File: config.mk
export PLATFORM = sky130hd
export DESIGN_NAME = pht_gshare_flat
export DESIGN_NICKNAME = d
export VERILOG_FILES = /design/src/rtl/pht_gshare_pkg.sv /design/src/rtl/pht_gshare_if.sv /design/src/rtl/pht_gshare_ghr.sv /design/src/rtl/pht_gshare.sv /design/src/flat_wrapper.sv
export SDC_FILE = /design/constraint.sdc
export NUM_CORES = 1
export LEC_CHECK = 0
export CAP_MARGIN = 20
export CELL_PAD_IN_SITES_DETAIL_PLACEMENT = 1
export CELL_PAD_IN_SITES_GLOBAL_PLACEMENT = 1
export CORE_MARGIN = 2
export CORE_UTILIZATION = 40
export CTS_CLUSTER_DIAMETER = 60
export DETAILED_ROUTE_END_ITERATION = 10
export PLACE_DENSITY = 0.87
export SYNTH_ARGS = -nofsm -noshare
export SYNTH_HDL_FRONTEND = slang
export SYNTH_SLANG_ARGS = --single-unit
export TNS_END_PERCENT = 100
File: constraint.sdc
create_clock -name clk -period 2.6 [get_ports clk]
set_input_delay 0.39 -clock clk [delete_from_list [all_inputs] [get_ports clk]]
set_output_delay 0.39 -clock clk [all_outputs]
set_load 0.02 [all_outputs]
File: src/rtl/pht_gshare_pkg.sv
// Shared types and helpers for the gshare pattern history table.
// Helpers work on 32-bit words; callers cast to their own widths.
package pht_gshare_pkg;

  localparam int unsigned PHT_FN_W = 32;

  typedef logic [PHT_FN_W-1:0] pht_word_t;

  typedef enum logic {
    PHT_INIT  = 1'b0,
    PHT_READY = 1'b1
  } pht_state_e;

  function automatic pht_word_t pht_mask(input int unsigned w);
    if (w >= PHT_FN_W) return '1;
    return (pht_word_t'(1) << w) - pht_word_t'(1);
  endfunction

  // Weakly not-taken: one below the counter midpoint
  function automatic pht_word_t pht_init_val(input int unsigned ctr_width);
    return (pht_word_t'(1) << (ctr_width - 1)) - pht_word_t'(1);
  endfunction

  function automatic pht_word_t pht_sat_next(input pht_word_t ctr, input logic taken,
                                             input int unsigned ctr_width);
    pht_word_t max_val;
    max_val = pht_mask(ctr_width);
    if (taken) return (ctr == max_val) ? ctr : ctr + pht_word_t'(1);
    return (ctr == '0) ? ctr : ctr - pht_word_t'(1);
  endfunction

  function automatic pht_word_t pht_hash(input pht_word_t pc, input pht_word_t ghr,
                                         input int unsigned index_width);
    return (pc ^ ghr) & pht_mask(index_width);
  endfunction

endpackage

File: src/rtl/pht_gshare_if.sv
// Fetch/execute-facing bus of the gshare PHT: prediction, resolution, flush and debug.
interface pht_gshare_if #(
  parameter int unsigned INDEX_WIDTH = 4,
  parameter int unsigned CTR_WIDTH   = 2,
  parameter int unsigned HIST_WIDTH  = 4,
  parameter int unsigned ADDR_WIDTH  = 8
);
  logic                   flush;
  logic                   ready;
  logic                   pred_valid;
  logic [ADDR_WIDTH-1:0]  pred_pc;
  logic                   pred_taken;
  logic [INDEX_WIDTH-1:0] pred_index;
  logic [HIST_WIDTH-1:0]  pred_ghr;
  logic                   upd_valid;
  logic [INDEX_WIDTH-1:0] upd_index;
  logic                   upd_taken;
  logic                   upd_mispredict;
  logic [HIST_WIDTH-1:0]  upd_ghr;
  logic [HIST_WIDTH-1:0]  ghr;
  logic [INDEX_WIDTH-1:0] dbg_index;
  logic [CTR_WIDTH-1:0]   dbg_ctr;

  modport master (
    output flush, pred_valid, pred_pc, upd_valid, upd_index, upd_taken,
           upd_mispredict, upd_ghr, dbg_index,
    input  ready, pred_taken, pred_index, pred_ghr, ghr, dbg_ctr
  );

  modport slave (
    input  flush, pred_valid, pred_pc, upd_valid, upd_index, upd_taken,
           upd_mispredict, upd_ghr, dbg_index,
    output ready, pred_taken, pred_index, pred_ghr, ghr, dbg_ctr
  );
endinterface

File: src/rtl/pht_gshare_ghr.sv
// Global history register: speculative shift on prediction, restore on mispredict,
// cleared by flush. Priority: flush > restore > speculative shift.
module pht_gshare_ghr #(
  parameter int unsigned HIST_WIDTH = 4
) (
  input  logic                  clk,
  input  logic                  rst_n,
  input  logic                  flush,
  input  logic                  spec_en,
  input  logic                  spec_bit,
  input  logic                  rec_en,
  input  logic [HIST_WIDTH-1:0] rec_ghr,
  input  logic                  rec_bit,
  output logic [HIST_WIDTH-1:0] ghr
);

  logic [HIST_WIDTH-1:0] ghr_d;

  // Shift by concatenating and truncating the oldest bit; also covers HIST_WIDTH=1
  always_comb begin
    ghr_d = ghr;
    if (flush)        ghr_d = '0;
    else if (rec_en)  ghr_d = HIST_WIDTH'({rec_ghr, rec_bit});
    else if (spec_en) ghr_d = HIST_WIDTH'({ghr, spec_bit});
  end

  always_ff @(posedge clk or negedge rst_n) begin
    if (!rst_n) ghr <= '0;
    else        ghr <= ghr_d;
  end

endmodule

File: src/rtl/pht_gshare.sv
// Gshare pattern history table with init sweep, internal saturating update and GHR.
// Optional same-cycle update forwarding: define PHT_GSHARE_BYPASS_EN.
module pht_gshare
  import pht_gshare_pkg::*;
#(
  parameter int unsigned INDEX_WIDTH = 4,
  parameter int unsigned CTR_WIDTH   = 2,
  parameter int unsigned HIST_WIDTH  = 4,
  parameter int unsigned ADDR_WIDTH  = 8
) (
  input logic         clk,
  input logic         rst_n,
  pht_gshare_if.slave bus
);

  localparam int unsigned            DEPTH    = 1 << INDEX_WIDTH;
  localparam logic [CTR_WIDTH-1:0]   INIT_VAL = CTR_WIDTH'(pht_init_val(CTR_WIDTH));
  localparam logic [INDEX_WIDTH-1:0] LAST_IDX = INDEX_WIDTH'(DEPTH - 1);

  pht_state_e             state_q, state_d;
  logic [INDEX_WIDTH-1:0] ptr_q, ptr_d;
  logic                   ready_q, ready_d;
  logic [CTR_WIDTH-1:0]   tbl [DEPTH];

  logic                   tbl_we;
  logic [INDEX_WIDTH-1:0] tbl_widx;
  logic [CTR_WIDTH-1:0]   tbl_wdata;

  logic [ADDR_WIDTH-1:0]  pc;
  logic [HIST_WIDTH-1:0]  ghr_q;
  logic [INDEX_WIDTH-1:0] look_idx;
  logic [CTR_WIDTH-1:0]   look_ctr;
  logic [CTR_WIDTH-1:0]   dbg_val;
  logic                   look_taken;
  logic                   upd_en;
  logic [CTR_WIDTH-1:0]   upd_new;

  assign pc       = bus.pred_pc;
  assign upd_en   = ready_q && bus.upd_valid && !bus.flush;
  assign upd_new  = CTR_WIDTH'(pht_sat_next(pht_word_t'(tbl[bus.upd_index]), bus.upd_taken,
                                            CTR_WIDTH));
  assign look_idx = INDEX_WIDTH'(pht_hash(pht_word_t'(pc), pht_word_t'(ghr_q), INDEX_WIDTH));

  // Lookup and debug read, with optional forwarding of a colliding update
  always_comb begin
    look_ctr = tbl[look_idx];
    dbg_val  = tbl[bus.dbg_index];
`ifdef PHT_GSHARE_BYPASS_EN
    if (upd_en && bus.pred_valid && (bus.upd_index == look_idx)) begin
      look_ctr = upd_new;
      if (bus.dbg_index == bus.upd_index) dbg_val = upd_new;
    end
`endif
  end

  assign look_taken     = ready_q & look_ctr[CTR_WIDTH-1];
  assign bus.pred_taken = look_taken;
  assign bus.pred_index = look_idx;
  assign bus.pred_ghr   = ghr_q;
  assign bus.ghr        = ghr_q;
  assign bus.ready      = ready_q;
  assign bus.dbg_ctr    = ready_q ? dbg_val : '0;

  // Next state, sweep pointer and the single table write port
  always_comb begin
    state_d   = state_q;
    ptr_d     = ptr_q;
    ready_d   = ready_q;
    tbl_we    = 1'b0;
    tbl_widx  = bus.upd_index;
    tbl_wdata = upd_new;
    case (state_q)
      PHT_INIT: begin
        tbl_we    = 1'b1;
        tbl_widx  = ptr_q;
        tbl_wdata = INIT_VAL;
        ptr_d     = ptr_q + INDEX_WIDTH'(1);
        if (ptr_q == LAST_IDX) begin
          state_d = PHT_READY;
          ready_d = 1'b1;
        end
      end
      PHT_READY: tbl_we = upd_en;
      default:   state_d = PHT_INIT;
    endcase
    if (bus.flush) begin
      state_d = PHT_INIT;
      ptr_d   = '0;
      ready_d = 1'b0;
      tbl_we  = 1'b0;
    end
  end

  always_ff @(posedge clk or negedge rst_n) begin
    if (!rst_n) begin
      state_q <= PHT_INIT;
      ptr_q   <= '0;
      ready_q <= 1'b0;
    end else begin
      state_q <= state_d;
      ptr_q   <= ptr_d;
      ready_q <= ready_d;
    end
  end

  // Table contents are undefined until the sweep completes, so no reset
  always_ff @(posedge clk) begin
    if (tbl_we) tbl[tbl_widx] <= tbl_wdata;
  end

  pht_gshare_ghr #(.HIST_WIDTH(HIST_WIDTH)) u_ghr (
    .clk      (clk),
    .rst_n    (rst_n),
    .flush    (bus.flush),
    .spec_en  (ready_q && bus.pred_valid),
    .spec_bit (look_taken),
    .rec_en   (ready_q && bus.upd_valid && bus.upd_mispredict),
    .rec_ghr  (bus.upd_ghr),
    .rec_bit  (bus.upd_taken),
    .ghr      (ghr_q)
  );

endmodule

File: src/flat_wrapper.sv
// flat-port wrapper written by rule: the top's interface ports become plain ports
module pht_gshare_flat import pht_gshare_pkg::*;
#(
  parameter int unsigned INDEX_WIDTH = 4,
  parameter int unsigned CTR_WIDTH   = 2,
  parameter int unsigned HIST_WIDTH  = 4,
  parameter int unsigned ADDR_WIDTH  = 8
)
  (clk, rst_n, bus_flush, bus_pred_valid, bus_pred_pc, bus_upd_valid, bus_upd_index, bus_upd_taken, bus_upd_mispredict, bus_upd_ghr, bus_dbg_index, bus_ready, bus_pred_taken, bus_pred_index, bus_pred_ghr, bus_ghr, bus_dbg_ctr);
  pht_gshare_if #(.INDEX_WIDTH(INDEX_WIDTH), .CTR_WIDTH(CTR_WIDTH), .HIST_WIDTH(HIST_WIDTH), .ADDR_WIDTH(ADDR_WIDTH)) bus_i ();
  input logic clk;
  input logic rst_n;
  input wire logic [$bits(bus_i.flush)-1:0] bus_flush;
  input wire logic [$bits(bus_i.pred_valid)-1:0] bus_pred_valid;
  input wire logic [$bits(bus_i.pred_pc)-1:0] bus_pred_pc;
  input wire logic [$bits(bus_i.upd_valid)-1:0] bus_upd_valid;
  input wire logic [$bits(bus_i.upd_index)-1:0] bus_upd_index;
  input wire logic [$bits(bus_i.upd_taken)-1:0] bus_upd_taken;
  input wire logic [$bits(bus_i.upd_mispredict)-1:0] bus_upd_mispredict;
  input wire logic [$bits(bus_i.upd_ghr)-1:0] bus_upd_ghr;
  input wire logic [$bits(bus_i.dbg_index)-1:0] bus_dbg_index;
  output wire logic [$bits(bus_i.ready)-1:0] bus_ready;
  output wire logic [$bits(bus_i.pred_taken)-1:0] bus_pred_taken;
  output wire logic [$bits(bus_i.pred_index)-1:0] bus_pred_index;
  output wire logic [$bits(bus_i.pred_ghr)-1:0] bus_pred_ghr;
  output wire logic [$bits(bus_i.ghr)-1:0] bus_ghr;
  output wire logic [$bits(bus_i.dbg_ctr)-1:0] bus_dbg_ctr;
  assign bus_i.flush = bus_flush;
  assign bus_i.pred_valid = bus_pred_valid;
  assign bus_i.pred_pc = bus_pred_pc;
  assign bus_i.upd_valid = bus_upd_valid;
  assign bus_i.upd_index = bus_upd_index;
  assign bus_i.upd_taken = bus_upd_taken;
  assign bus_i.upd_mispredict = bus_upd_mispredict;
  assign bus_i.upd_ghr = bus_upd_ghr;
  assign bus_i.dbg_index = bus_dbg_index;
  assign bus_ready = bus_i.ready;
  assign bus_pred_taken = bus_i.pred_taken;
  assign bus_pred_index = bus_i.pred_index;
  assign bus_pred_ghr = bus_i.pred_ghr;
  assign bus_ghr = bus_i.ghr;
  assign bus_dbg_ctr = bus_i.dbg_ctr;
  pht_gshare #(.INDEX_WIDTH(INDEX_WIDTH), .CTR_WIDTH(CTR_WIDTH), .HIST_WIDTH(HIST_WIDTH), .ADDR_WIDTH(ADDR_WIDTH)) u_core (.clk(clk), .rst_n(rst_n), .bus(bus_i));
endmodule
==> results of run 1 <==
## worst reg2reg max path, stage by stage, from the launching register on
cell,delay (ns)
edfxtp_1,0.43
mux4_2,0.50
nor2b_4,0.14
a211oi_2,0.24
a31oi_2,0.10
maj3_2,0.34
nand2b_4,0.17
bufbuf_16,0.30
## cells by family after synthesis
| family | after synthesis | synth area share |
|---|---|---|
| multiplexers | 33 | 0.2371 |
| XOR/XNOR | 7 | 0.02792 |
| adder cells (fa/ha/maj) | 2 | 0.009136 |
| flip-flops | 42 | 0.4914 |
| buffers and inverters | 18 | 0.04619 |
| AND/OR/NAND/NOR | 67 | 0.1193 |
| AO/OA/AOI/OAI | 25 | 0.06903 |
## power groups by stage
stage | Clock (uW) | Combinational, uW | Sequential, uW
floorplan | 0 | 110 | 744
global placement | 0 | 187 | 746
detailed placement | 0 | 196 | 747
CTS | 470 | 202 | 732
global route | 494 | 217 | 734
finish | 459 | 202 | 732
## repair_timing
item                       CTS  global route
setup endpoints to repair   19             0
hold buffers                 0             0
buffers inserted             1             0
resized for setup           18             0
## cell usage in the layout, fill, tap and decap left out, drive strengths merged, types with 5 or more instances in the layout
master and n:
clkbuf 5, a31oi 6, edfxtp 32, buf 13, dfrtp 10, nand2 19
mux2i 13, nor2 32, inv 8, clkdlybuf4s50 32, mux4 18, nand3 5
## metrics by stage
| stage | instances | setup slack, ns | hold WS, ns | area [um2] | TNS [ns] |
|---|---|---|---|---|---|
| global route | 313 | 0.02601 | 0.4307 | 3095 | 0 |
| detailed placement | 303 | -0.5555 | 0.5935 | 2959 | -11.18 |
| global placement | 303 | -0.5058 | 0.5572 | 2959 | -8.941 |
| floorplan | 194 | 0.3209 | 0.09441 | 2465 | 0 |
| CTS | 313 | 0.06113 | 0.4194 | 3095 | 0 |
| finish | 313 | 0.06345 | 0.4121 | 3095 | 0 |
## per-layer routing
layer | routed length, um | part of all wire | vias to the layer above
met5 | 0 | 0 | -
met2 | 3646 | 0.54 | 58
met3 | 301 | 0.044 | 6
met1 | 2743 | 0.40 | 940
met4 | 96 | 0.014 | 0
li1 | - | - | 815
## registers in the layout (all words and copies together), names as in the netlist
| register | count |
|---|---|
| u_core.bus.ready | 1 |
| u_core.ptr_q | 4 |
| u_core.state_q | 1 |
| u_core.tbl | 32 |
| u_core.u_ghr.ghr | 4 |
## final timing paths
| check | slack [ns] | end |
|---|---|---|
| max | 0.06 | bus_dbg_ctr[0] |
| min | 0.41 | u_core.ptr_q[0] |
| max reg2reg | 0.13 | u_core.tbl[12][0] |
| min reg2reg | 0.60 | u_core.ptr_q[2] |
| max in group asynchronous | 1.86 | u_core.ptr_q[1] |
| min in group clk | 0.60 | u_core.ptr_q[2] |
## cell type report
class / instances / area (um2)
clock buffers: 5 / 68.82
flip-flops and latches: 42 / 1211
clock inverters: 3 / 26.28
fillers: 616 / 2860
well taps: 75 / 93.84
repair buffers: 49 / 525.5
multi-input cells: 134 / 1151
inverters: 5 / 18.77
==> flow_metrics.tcl, run 1 <==
set metrics [dict create \
    cap_viol_max_count 0 \
    synth_top_area_frac 0.3898 \
    portBuffers 37 \
    r2r_cells 7 \
    cts-buffers-inserted 5 \
    cpMaxStageDelayCell "clkdlybuf4s50_1" \
    setup.worst_path.start "bus_dbg_index[1]" \
    h-tree-depth 2 \
    utilization 0.5197 \
    p_sw_frac 0.2627 \
    synthDistinctLibCells 36 \
    wl_per_cell_um 21.69 \
    drc_errors 0 \
    seq_area_frac_synth 0.4914 \
    antenna_left 0 \
    ys_async_sr_fraction 0.2381 \
    firstDrtPassIters 4 \
    post-dp-hpwl_um 5089 \
    worstMarginPinSlew_ns 0.7401 \
    grt_use_total 0.2149 \
    synth_area_per_cell_um2 12.71 \
    num_rows 28 \
    clkSinkCount 42 \
    drt-total-wl_um 6788 \
    clk_latency_ns 0.30 \
    worstPathArrival_ns 2.15 \
    timing.final.crit_share 0.9756 \
    p_sw_uw 365.9 \
    power_density_nw_per_um2 450.1 \
    max_stage_delay_ns 0.50 \
    rsz0062_at_grt "no" \
    cts_tree "yes" \
    cp.depth 6 \
    n_antenna_cell 0 \
    initial_utilization 0.4139 \
    met2_usage 0.3839 \
    gp_congestion 0.7708 \
    cts.clk_slew.worst_paths_ns 0.09 \
    synth_top_cell_by_area "edfxtp_1" \
    clkPwrFrac 0.330 \
    core_area_um2 5956 \
    nets 265 \
    area.growth.synth_to_final_pct 25.58 \
    cts_buffer_depth 2 \
    yosysWarnings 0 \
    syn_inst 194 \
    routed_via_density 5.812 \
    setup_viol 0 \
    netlist_area_um2 2465 \
    fmax_mhz 394.2 \
    synth_edf_count 32 \
    ys_ff_latch 42 \
    ir_worst_vdd_mv 0.2482 \
    synthTopCellsByCount "edfxtp_1, nor2_1, nand2_1" \
    power_uw 1393 \
    min_path_type "in2async" \
    path_cells "clkdlybuf4s50_1 > buf_12 > mux4_2 > mux4_2 > and2_1 > buf_2" \
    ios 43 \
    overflow 0 \
    crit_top_cell "mux4_2" \
    fp.dieW_um 82.50 \
    relSlewSlack 0.5066 \
    critPathTopFamily "buffers and inverters" \
    crit_path_start_kind "input pin" \
    synthFlopType "edfxtp_1" \
    p_leak_uw 0.001188 \
    drive_gt1_frac 0.1765 \
    slew_violations 0 \
    grt_antenna_before_repair 0 \
    drt-initial-drc-count 156 \
    critPathBufInv 3 \
    critPathMaxFanout 8 \
    hold_viol 0 \
    grtUsageMet1 0.2560 \
    synth_nets 222 \
    grt_pass1_vias 1879 \
    clock_skew_ns 0.01053 \
    busiest_layer "met2" \
    grt_pass1_wl_um 10430 \
    die_y_um 82.50 \
    fin_crit_ns 2.537 \
    power.internal_uw 1027 \
    die_area_um2 6806 \
    crit_type "in2out" \
    num_vias 1819 \
    pwr-share-seq 0.526 \
    met3_usage 0.03696 \
    end_kind "primary output" \
    ys_top_cells_by_area "edfxtp_1, dfrtp_1, mux4_2" \
    grt_max_degree 21 \
    r2r-start "u_core.tbl[2][1]" \
    cp.required_ns 2.21 \
    status "finished clean" \
    cts_root_buffer "clkbuf_8" \
    p_comb_frac 0.145 \
]
Note: power is estimated with default switching activity, not from simulation.
==> run 2: changes to the inputs <==
ABC_AREA = 1   (was not set)
CORE_UTILIZATION = 39   (was 40)
PLACE_DENSITY = 0.9   (was 0.87)
==> run 2 against run 1 <==
Core utilization fell by 2.7 points. Routed wire length is 20% higher. Power rose by 12%. Critical path type unchanged. Setup slack better by 0.049 ns. Global-route usage rose by 2.3 points.
==> flow_metrics.tcl, run 2 <==
set metrics [dict create \
    initial_utilization 0.4024 \
    overflow 0 \
    antenna_left 0 \
    nets 374 \
    clock_skew_ns 0.006269 \
    grt_pass1_wl_um 13410 \
    clk_latency_ns 0.29 \
    grt_pass1_vias 2614 \
    p_sw_uw 363.6 \
    grt_use_total 0.2380 \
    setup_viol 0 \
    timing.final.crit_share 0.9567 \
    drc_errors 0 \
    ys_async_sr_fraction 0.2381 \
    num_rows 29 \
    cpMaxStageDelayCell "clkdlybuf4s50_1" \
    area.growth.synth_to_final_pct 22.48 \
    cts.clk_slew.worst_paths_ns 0.08 \
    netlist_area_um2 2555 \
    max_stage_delay_ns 0.57 \
    ff2ff_setup_slack_ns 0.49 \
    cts_tree "yes" \
    crit_top_cell "nand3_1" \
    pwr-share-seq 0.470 \
    end_kind "primary output" \
    cap_viol_max_count 0 \
    worstMarginPinSlew_ns 0.7156 \
    p_leak_uw 0.001280 \
    seq_area_frac_synth 0.4740 \
    die_y_um 84.94 \
    largest-register "u_core.tbl" \
    cts.hold.buffers_added 0 \
    power_density_nw_per_um2 497.0 \
    h-tree-depth 2 \
    min_path_type "in2async" \
    ys_ff_latch 42 \
    hold_viol 0 \
    rsz0062_at_grt "no" \
    crit_path_start_kind "input pin" \
    portBuffers 37 \
    slew_violations 0 \
    critPathMaxFanout 7 \
    routed_via_density 5.733 \
    cts_root_buffer "clkbuf_8" \
    cts-buffers-inserted 5 \
    top_regs "u_core.tbl (32), u_core.ptr_q (4), u_core.u_ghr.ghr (4)" \
    design_area_um2 3129 \
    grt_antenna_before_repair 0 \
    path_cells "clkdlybuf4s50_1 > nand2_2 > nand2_4 > nand2_1 > nand3_1 > nand3_1 > nand3_1 > nand3_2 > inv_1 > dlygate4sd2_1" \
    synth_area_per_cell_um2 8.268 \
    core_area_um2 6350 \
    final_common_cell "nand2_1" \
    setup_tns_ns 0 \
    num_vias 2431 \
    cp.required_ns 2.21 \
    clkPwrFrac 0.389 \
    utilization 0.4928 \
    power.internal_uw 1192 \
    ios 43 \
    grt_max_degree 34 \
    dpl_cell_area_um2 2997 \
    ir_worst_vdd_mv 0.1883 \
    fmax_mhz 402.0 \
    synthTopCellsByCount "nand2_1, nand3_1, inv_1" \
    post-dp-hpwl_um 6124 \
    n_antenna_cell 0 \
    synthFlopType "edfxtp_1" \
    wl_per_cell_um 19.24 \
    drt-total-wl_um 8156 \
    synth_top_area_frac 0.3761 \
    syn_inst 309 \
    gp_congestion 0.8823 \
    status "finished clean" \
    cts_buffer_depth 2 \
    largest_register_ffs 32 \
    synth_nets 337 \
    fp.dieW_um 84.94 \
    synth_edf_count 32 \
    worstPathArrival_ns 2.10 \
    fin_crit_ns 2.487 \
    drive_gt1_frac 0.08934 \
    p_sw_frac 0.2338 \
    firstDrtPassIters 5 \
    drt-initial-drc-count 195 \
    final_cell_mix "nand2_1, nand3_1, inv_1" \
    clkSinkCount 42 \
    relSlewSlack 0.5224 \
    crit_type "in2out" \
    die_area_um2 7215 \
    ys_top_cells_by_area "edfxtp_1, dfrtp_1, nand3_1" \
    p_comb_frac 0.141 \
    synth.most_common_cell "nand2_1" \
    synth_top_cell_by_area "edfxtp_1" \
    yosysWarnings 0 \
    synthDistinctLibCells 28 \
]
## run 2: cell types whose count changed in the layout (fill, tap and decap cells not counted), moves of 4 or more
cell      change
mux4_2       -12
nand2_1      +27
o211ai_1     +14
nand3_1      +34
nand2_2       +4
mux2i_1      -12
o21ai_0      +28
mux4_1        -6
o21ai_1       +5
nand3_2       +4
a31oi_1       -4
inv_1        +31
a21oi_1      +23
## run 2: final cells by class
type                    instances  area (um2)
flip-flops and latches         42        1211
inverters                      39       146.4
clock inverters                 3       63.81
fillers                       762        3221
repair buffers                 46       473.0
multi-input cells             212        1070
well taps                      77       96.34
clock buffers                   5       68.82
## run 2: worst max-delay path: cells and delay by family
family                 cells  cell delay (ns)
buffers and inverters      3             0.95
AND/OR/NAND/NOR            7             0.77
## run 2: routing by layer
metal	up-vias	track usage	routed length (um)	part of all wire
li1	1130	-	-	-
met1	1181	0.2950	3236	0.40
met2	95	0.4091	4152	0.51
met3	25	0.03988	436	0.053
met4	0	0.1010	330	0.040
met5	-	0	0	0
## run 2: cells by family (layout without fill, tap and decap cells)
logic type | after synthesis | after routing | synth area share
simple gates | 128 | 128 | 0.2292
compound gates | 80 | 80 | 0.1729
buf+inv | 55 | 93 | 0.1082
flops | 42 | 42 | 0.4740
xor+xnor | 2 | 2 | 0.006857
fa+ha+maj | 1 | 1 | 0.004896
mux | 1 | 1 | 0.003918
## run 2: power groups by stage
stage	Clock (uW)	Combinational (uW)	Sequential, uW
2_1_floorplan	0	124	742
3_3_place_gp	0	203	745
3_5_place_dp	0	214	746
4_1_cts	615	219	731
5_1_grt	638	242	732
6_report	605	219	731
## run 2: what timing repair did
| action | 4_1_cts | 5_1_grt |
|---|---|---|
| buffers inserted | 0 | 0 |
| gates cloned | 0 | 0 |
| gates resized for setup | 4 | 2 |
| pin swaps | 0 | 1 |
| endpoints found under the setup margin | 19 | 2 |
## run 2: through the flow
| step | cells | setup slack, ns | hold slack, ns | power, uW |
|---|---|---|---|---|
| 2_1_floorplan | 309 | 0.7957 | 0.09441 | 866.5 |
| 3_3_place_gp | 416 | -0.07036 | 0.5559 | 947.6 |
| 3_5_place_dp | 416 | -0.2491 | 0.5886 | 959.4 |
| 4_1_cts | 424 | 0.1192 | 0.4332 | 1565 |
| 5_1_grt | 424 | 0.004999 | 0.4602 | 1612 |
| 6_report | 424 | 0.1126 | 0.4225 | 1555 |
## run 2: final timing paths
path | start | endpoint | depth (start not counted)
worst max-delay path | bus_pred_pc[0] | bus_pred_taken | 10
worst max register to register | u_core.tbl[1][1] | u_core.tbl[7][1] | 8
min in group clk | u_core.ptr_q[0] | u_core.ptr_q[0] | 2
worst min-delay path | rst_n | u_core.u_ghr.ghr[1] | 1
worst min register to register | u_core.ptr_q[0] | u_core.ptr_q[0] | 2
max in group asynchronous | rst_n | u_core.ptr_q[1] | 1
==> run 3: changes to the inputs <==
PLACE_DENSITY = 0.91   (was 0.9)
SYNTH_HIERARCHICAL = 1   (was not set)
==> run 3 against run 2 <==
The flow now finishes with violations (DRC). Die area rose by 2.2%. Clock power rose by 4.0%. Flip-flop and latch count did not move. Sequential power barely moved. Routed wire length rose by 8.4%. Non-clock buffer count rose by 9. Synthesized cell count rose by 9.7%. Clock-buffer cell count did not move. Highest routed layer unchanged.
==> flow_metrics.tcl, run 3 <==
set metrics [dict create \
    num_rows 29 \
    rsz0062_at_grt "no" \
    gp_congestion 0.8795 \
    synthFlopType "edfxtp_1" \
    relSlewSlack 0.5181 \
    portBuffers 37 \
    critPathMaxFanout 8 \
    synth_top_cell_by_area "edfxtp_1" \
    final_common_cell "nand2_1" \
    utilization 0.5089 \
    drc_errors 3 \
    cap_viol_max_count 0 \
    core_area_um2 6422 \
    grt_use_total 0.2557 \
    firstDrtPassIters 7 \
    holdWs_ns 0.4075 \
    grt_pass1_wl_um 14360 \
    worstMarginPinSlew_ns 0.7220 \
    fp.dieW_um 85.89 \
    syn_inst 339 \
    status "finished with violations" \
    ys_async_sr_fraction 0.2381 \
    crit_type "in2out" \
    synthTopCellsByCount "nand2_1, nand3_1, inv_1" \
    hold_viol 0 \
    ir_worst_vdd_mv 0.2438 \
    yosysWarnings 6 \
    grt_pass1_vias 2857 \
    initial_utilization 0.4072 \
    clock_skew_ns 0.008505 \
    drt-total-wl_um 8841 \
    drive_gt1_frac 0.09794 \
    synth_edf_count 32 \
    worstPathArrival_ns 2.11 \
    overflow 0 \
    die_area_um2 7376 \
    grt_max_degree 33 \
    cts_root_buffer "clkbuf_8" \
    cts_buffer_depth 2 \
    largest_register_ffs 32 \
    drt-initial-drc-count 242 \
    fin_cells 465 \
    slew_violations 0 \
    cp.required_ns 2.21 \
    die_y_um 85.89 \
    cts_tree "yes" \
    post-cts-setup-buffer-count 0 \
    seq_area_frac_synth 0.4632 \
    fin_ws_ns 0.09831 \
    p_leak_uw 0.001442 \
    area.growth.synth_to_final_pct 24.98 \
    max_stage_delay_ns 0.48 \
    cts.clk_slew.worst_paths_ns 0.09 \
    ys_ff_latch 42 \
    ys_top_cells_by_area "edfxtp_1, nand2_1, dfrtp_1" \
    post-dp-hpwl_um 6586 \
    timing.final.crit_share 0.9622 \
    ff2ff_setup_slack_ns 0.49 \
    numPlacedInstances 457 \
    synth_area_per_cell_um2 7.714 \
    synth_nets 367 \
    grt_antenna_before_repair 0 \
    fmax_mhz 399.7 \
    top_regs "u_core/tbl (32), u_core/ptr_q (4), u_core/u_ghr/ghr (4)" \
    end_kind "primary output" \
    pre_cts_slack_ns -0.3342 \
    setup_viol 0 \
    h-tree-depth 2 \
    synth.most_common_cell "nand2_1" \
    num_vias 2549 \
    routed_via_density 5.482 \
    cp-endpoint "bus_dbg_ctr[0]" \
    crit_path_start_kind "input pin" \
    fin_crit_ns 2.502 \
    clk_latency_ns 0.30 \
    wl_per_cell_um 19.01 \
    synthDistinctLibCells 27 \
    synth_top_area_frac 0.3675 \
    nets 415 \
    path_cells "clkdlybuf4s50_1 > buf_4 > a21oi_1 > o21ai_0 > nand3_1 > nand3_1 > a21oi_1 > clkdlybuf4s15_1" \
    worstReg2RegEnd "u_core/tbl[3][0]" \
    r2r_cells 9 \
    netlist_area_um2 2615 \
    largest-register "u_core/tbl" \
    cpMaxStageDelayCell "clkdlybuf4s50_1" \
    clkSinkCount 42 \
    r2r-start "u_core/tbl[12][1]" \
    antenna_left 0 \
    setup.worst_path.start "bus_dbg_index[1]" \
    final_cell_mix "nand2_1, nand3_1, inv_1" \
    n_antenna_cell 0 \
    cts-buffers-inserted 5 \
    min_path_type "in2async" \
    ios 43 \
    violations "DRC" \
    power_density_nw_per_um2 486.7 \
]
[run 3: changes by cell type in the layout (fill, tap and decap cells not counted), sizes merged, moves of 2 or more]
cell    delta
a21oi      -8
buf        +9
inv        +8
nand2     +38
nand3      +8
nor2       +8
nor3       +2
o211ai     -2
o21ai     -24
[run 3: power by group]
group | internal (uW) | switching, uW | total, uW
sequential | 722 | 8.52 | 731
clock | 385 | 244 | 629
combinational | 95.8 | 135 | 231
total | 1200 | 387 | 1590
[run 3: metal layers]
layer,up-vias,GRT usage,wire (um)
li1,1206,-,-
met2,87,0.4588,4634
met5,-,0,0
met3,30,0.03754,440
met4,0,0.1270,340
met1,1226,0.2953,3426
[run 3: layout make-up]
cell class / count / area, um2
multi-input cells: 236 / 1129
flip-flops and latches: 42 / 1211
clock inverters: 3 / 68.82
clock buffers: 5 / 68.82
well taps: 77 / 96.34
fillers: 801 / 3154
repair buffers: 55 / 518.0
inverters: 47 / 176.4
[run 3: what timing repair did]
action | 4_1_cts | 5_1_grt
hold buffers | 0 | 0
pin swaps | 0 | 0
endpoints found under the setup margin | 19 | 2
gates resized for setup | 6 | 3
[run 3: worst min-delay path by stage]
stage / start / to
2_1_floorplan: rst_n / u_core/bus.ready
3_3_place_gp: u_core/ptr_q[2] / u_core/state_q
3_5_place_dp: u_core/ptr_q[2] / u_core/state_q
4_1_cts: rst_n / u_core/u_ghr/ghr[1]
5_1_grt: rst_n / u_core/ptr_q[3]
6_report: rst_n / u_core/u_ghr/ghr[1]
[run 3: logic make-up after synthesis]
family                     count (synthesis)  share of synthesized area
DFF                                       42                     0.4632
buffers and inverters                     61                     0.1081
and+or+nand+nor                          187                     0.3110
AOI/OAI and AO/OA                         45                     0.1000
adders and majority gates                  1                   0.004784
xor gates and xnor gates                   3                    0.01292
[run 3: critical path: cells and delay by family]
family | cells | cell delay (ns)
simple gates | 2 | 0.20
buf+inv | 3 | 1.03
compound gates | 3 | 0.48
[run 3: stage by stage]
stage	total power [uW]	cell area, um2	setup TNS, ns
3_3_place_gp	956.2	3123	-2.450
3_5_place_dp	968.4	3123	-5.876
2_1_floorplan	862.3	2615	0
4_1_cts	1595	3262	0
6_report	1591	3268	0
5_1_grt	1643	3268	0
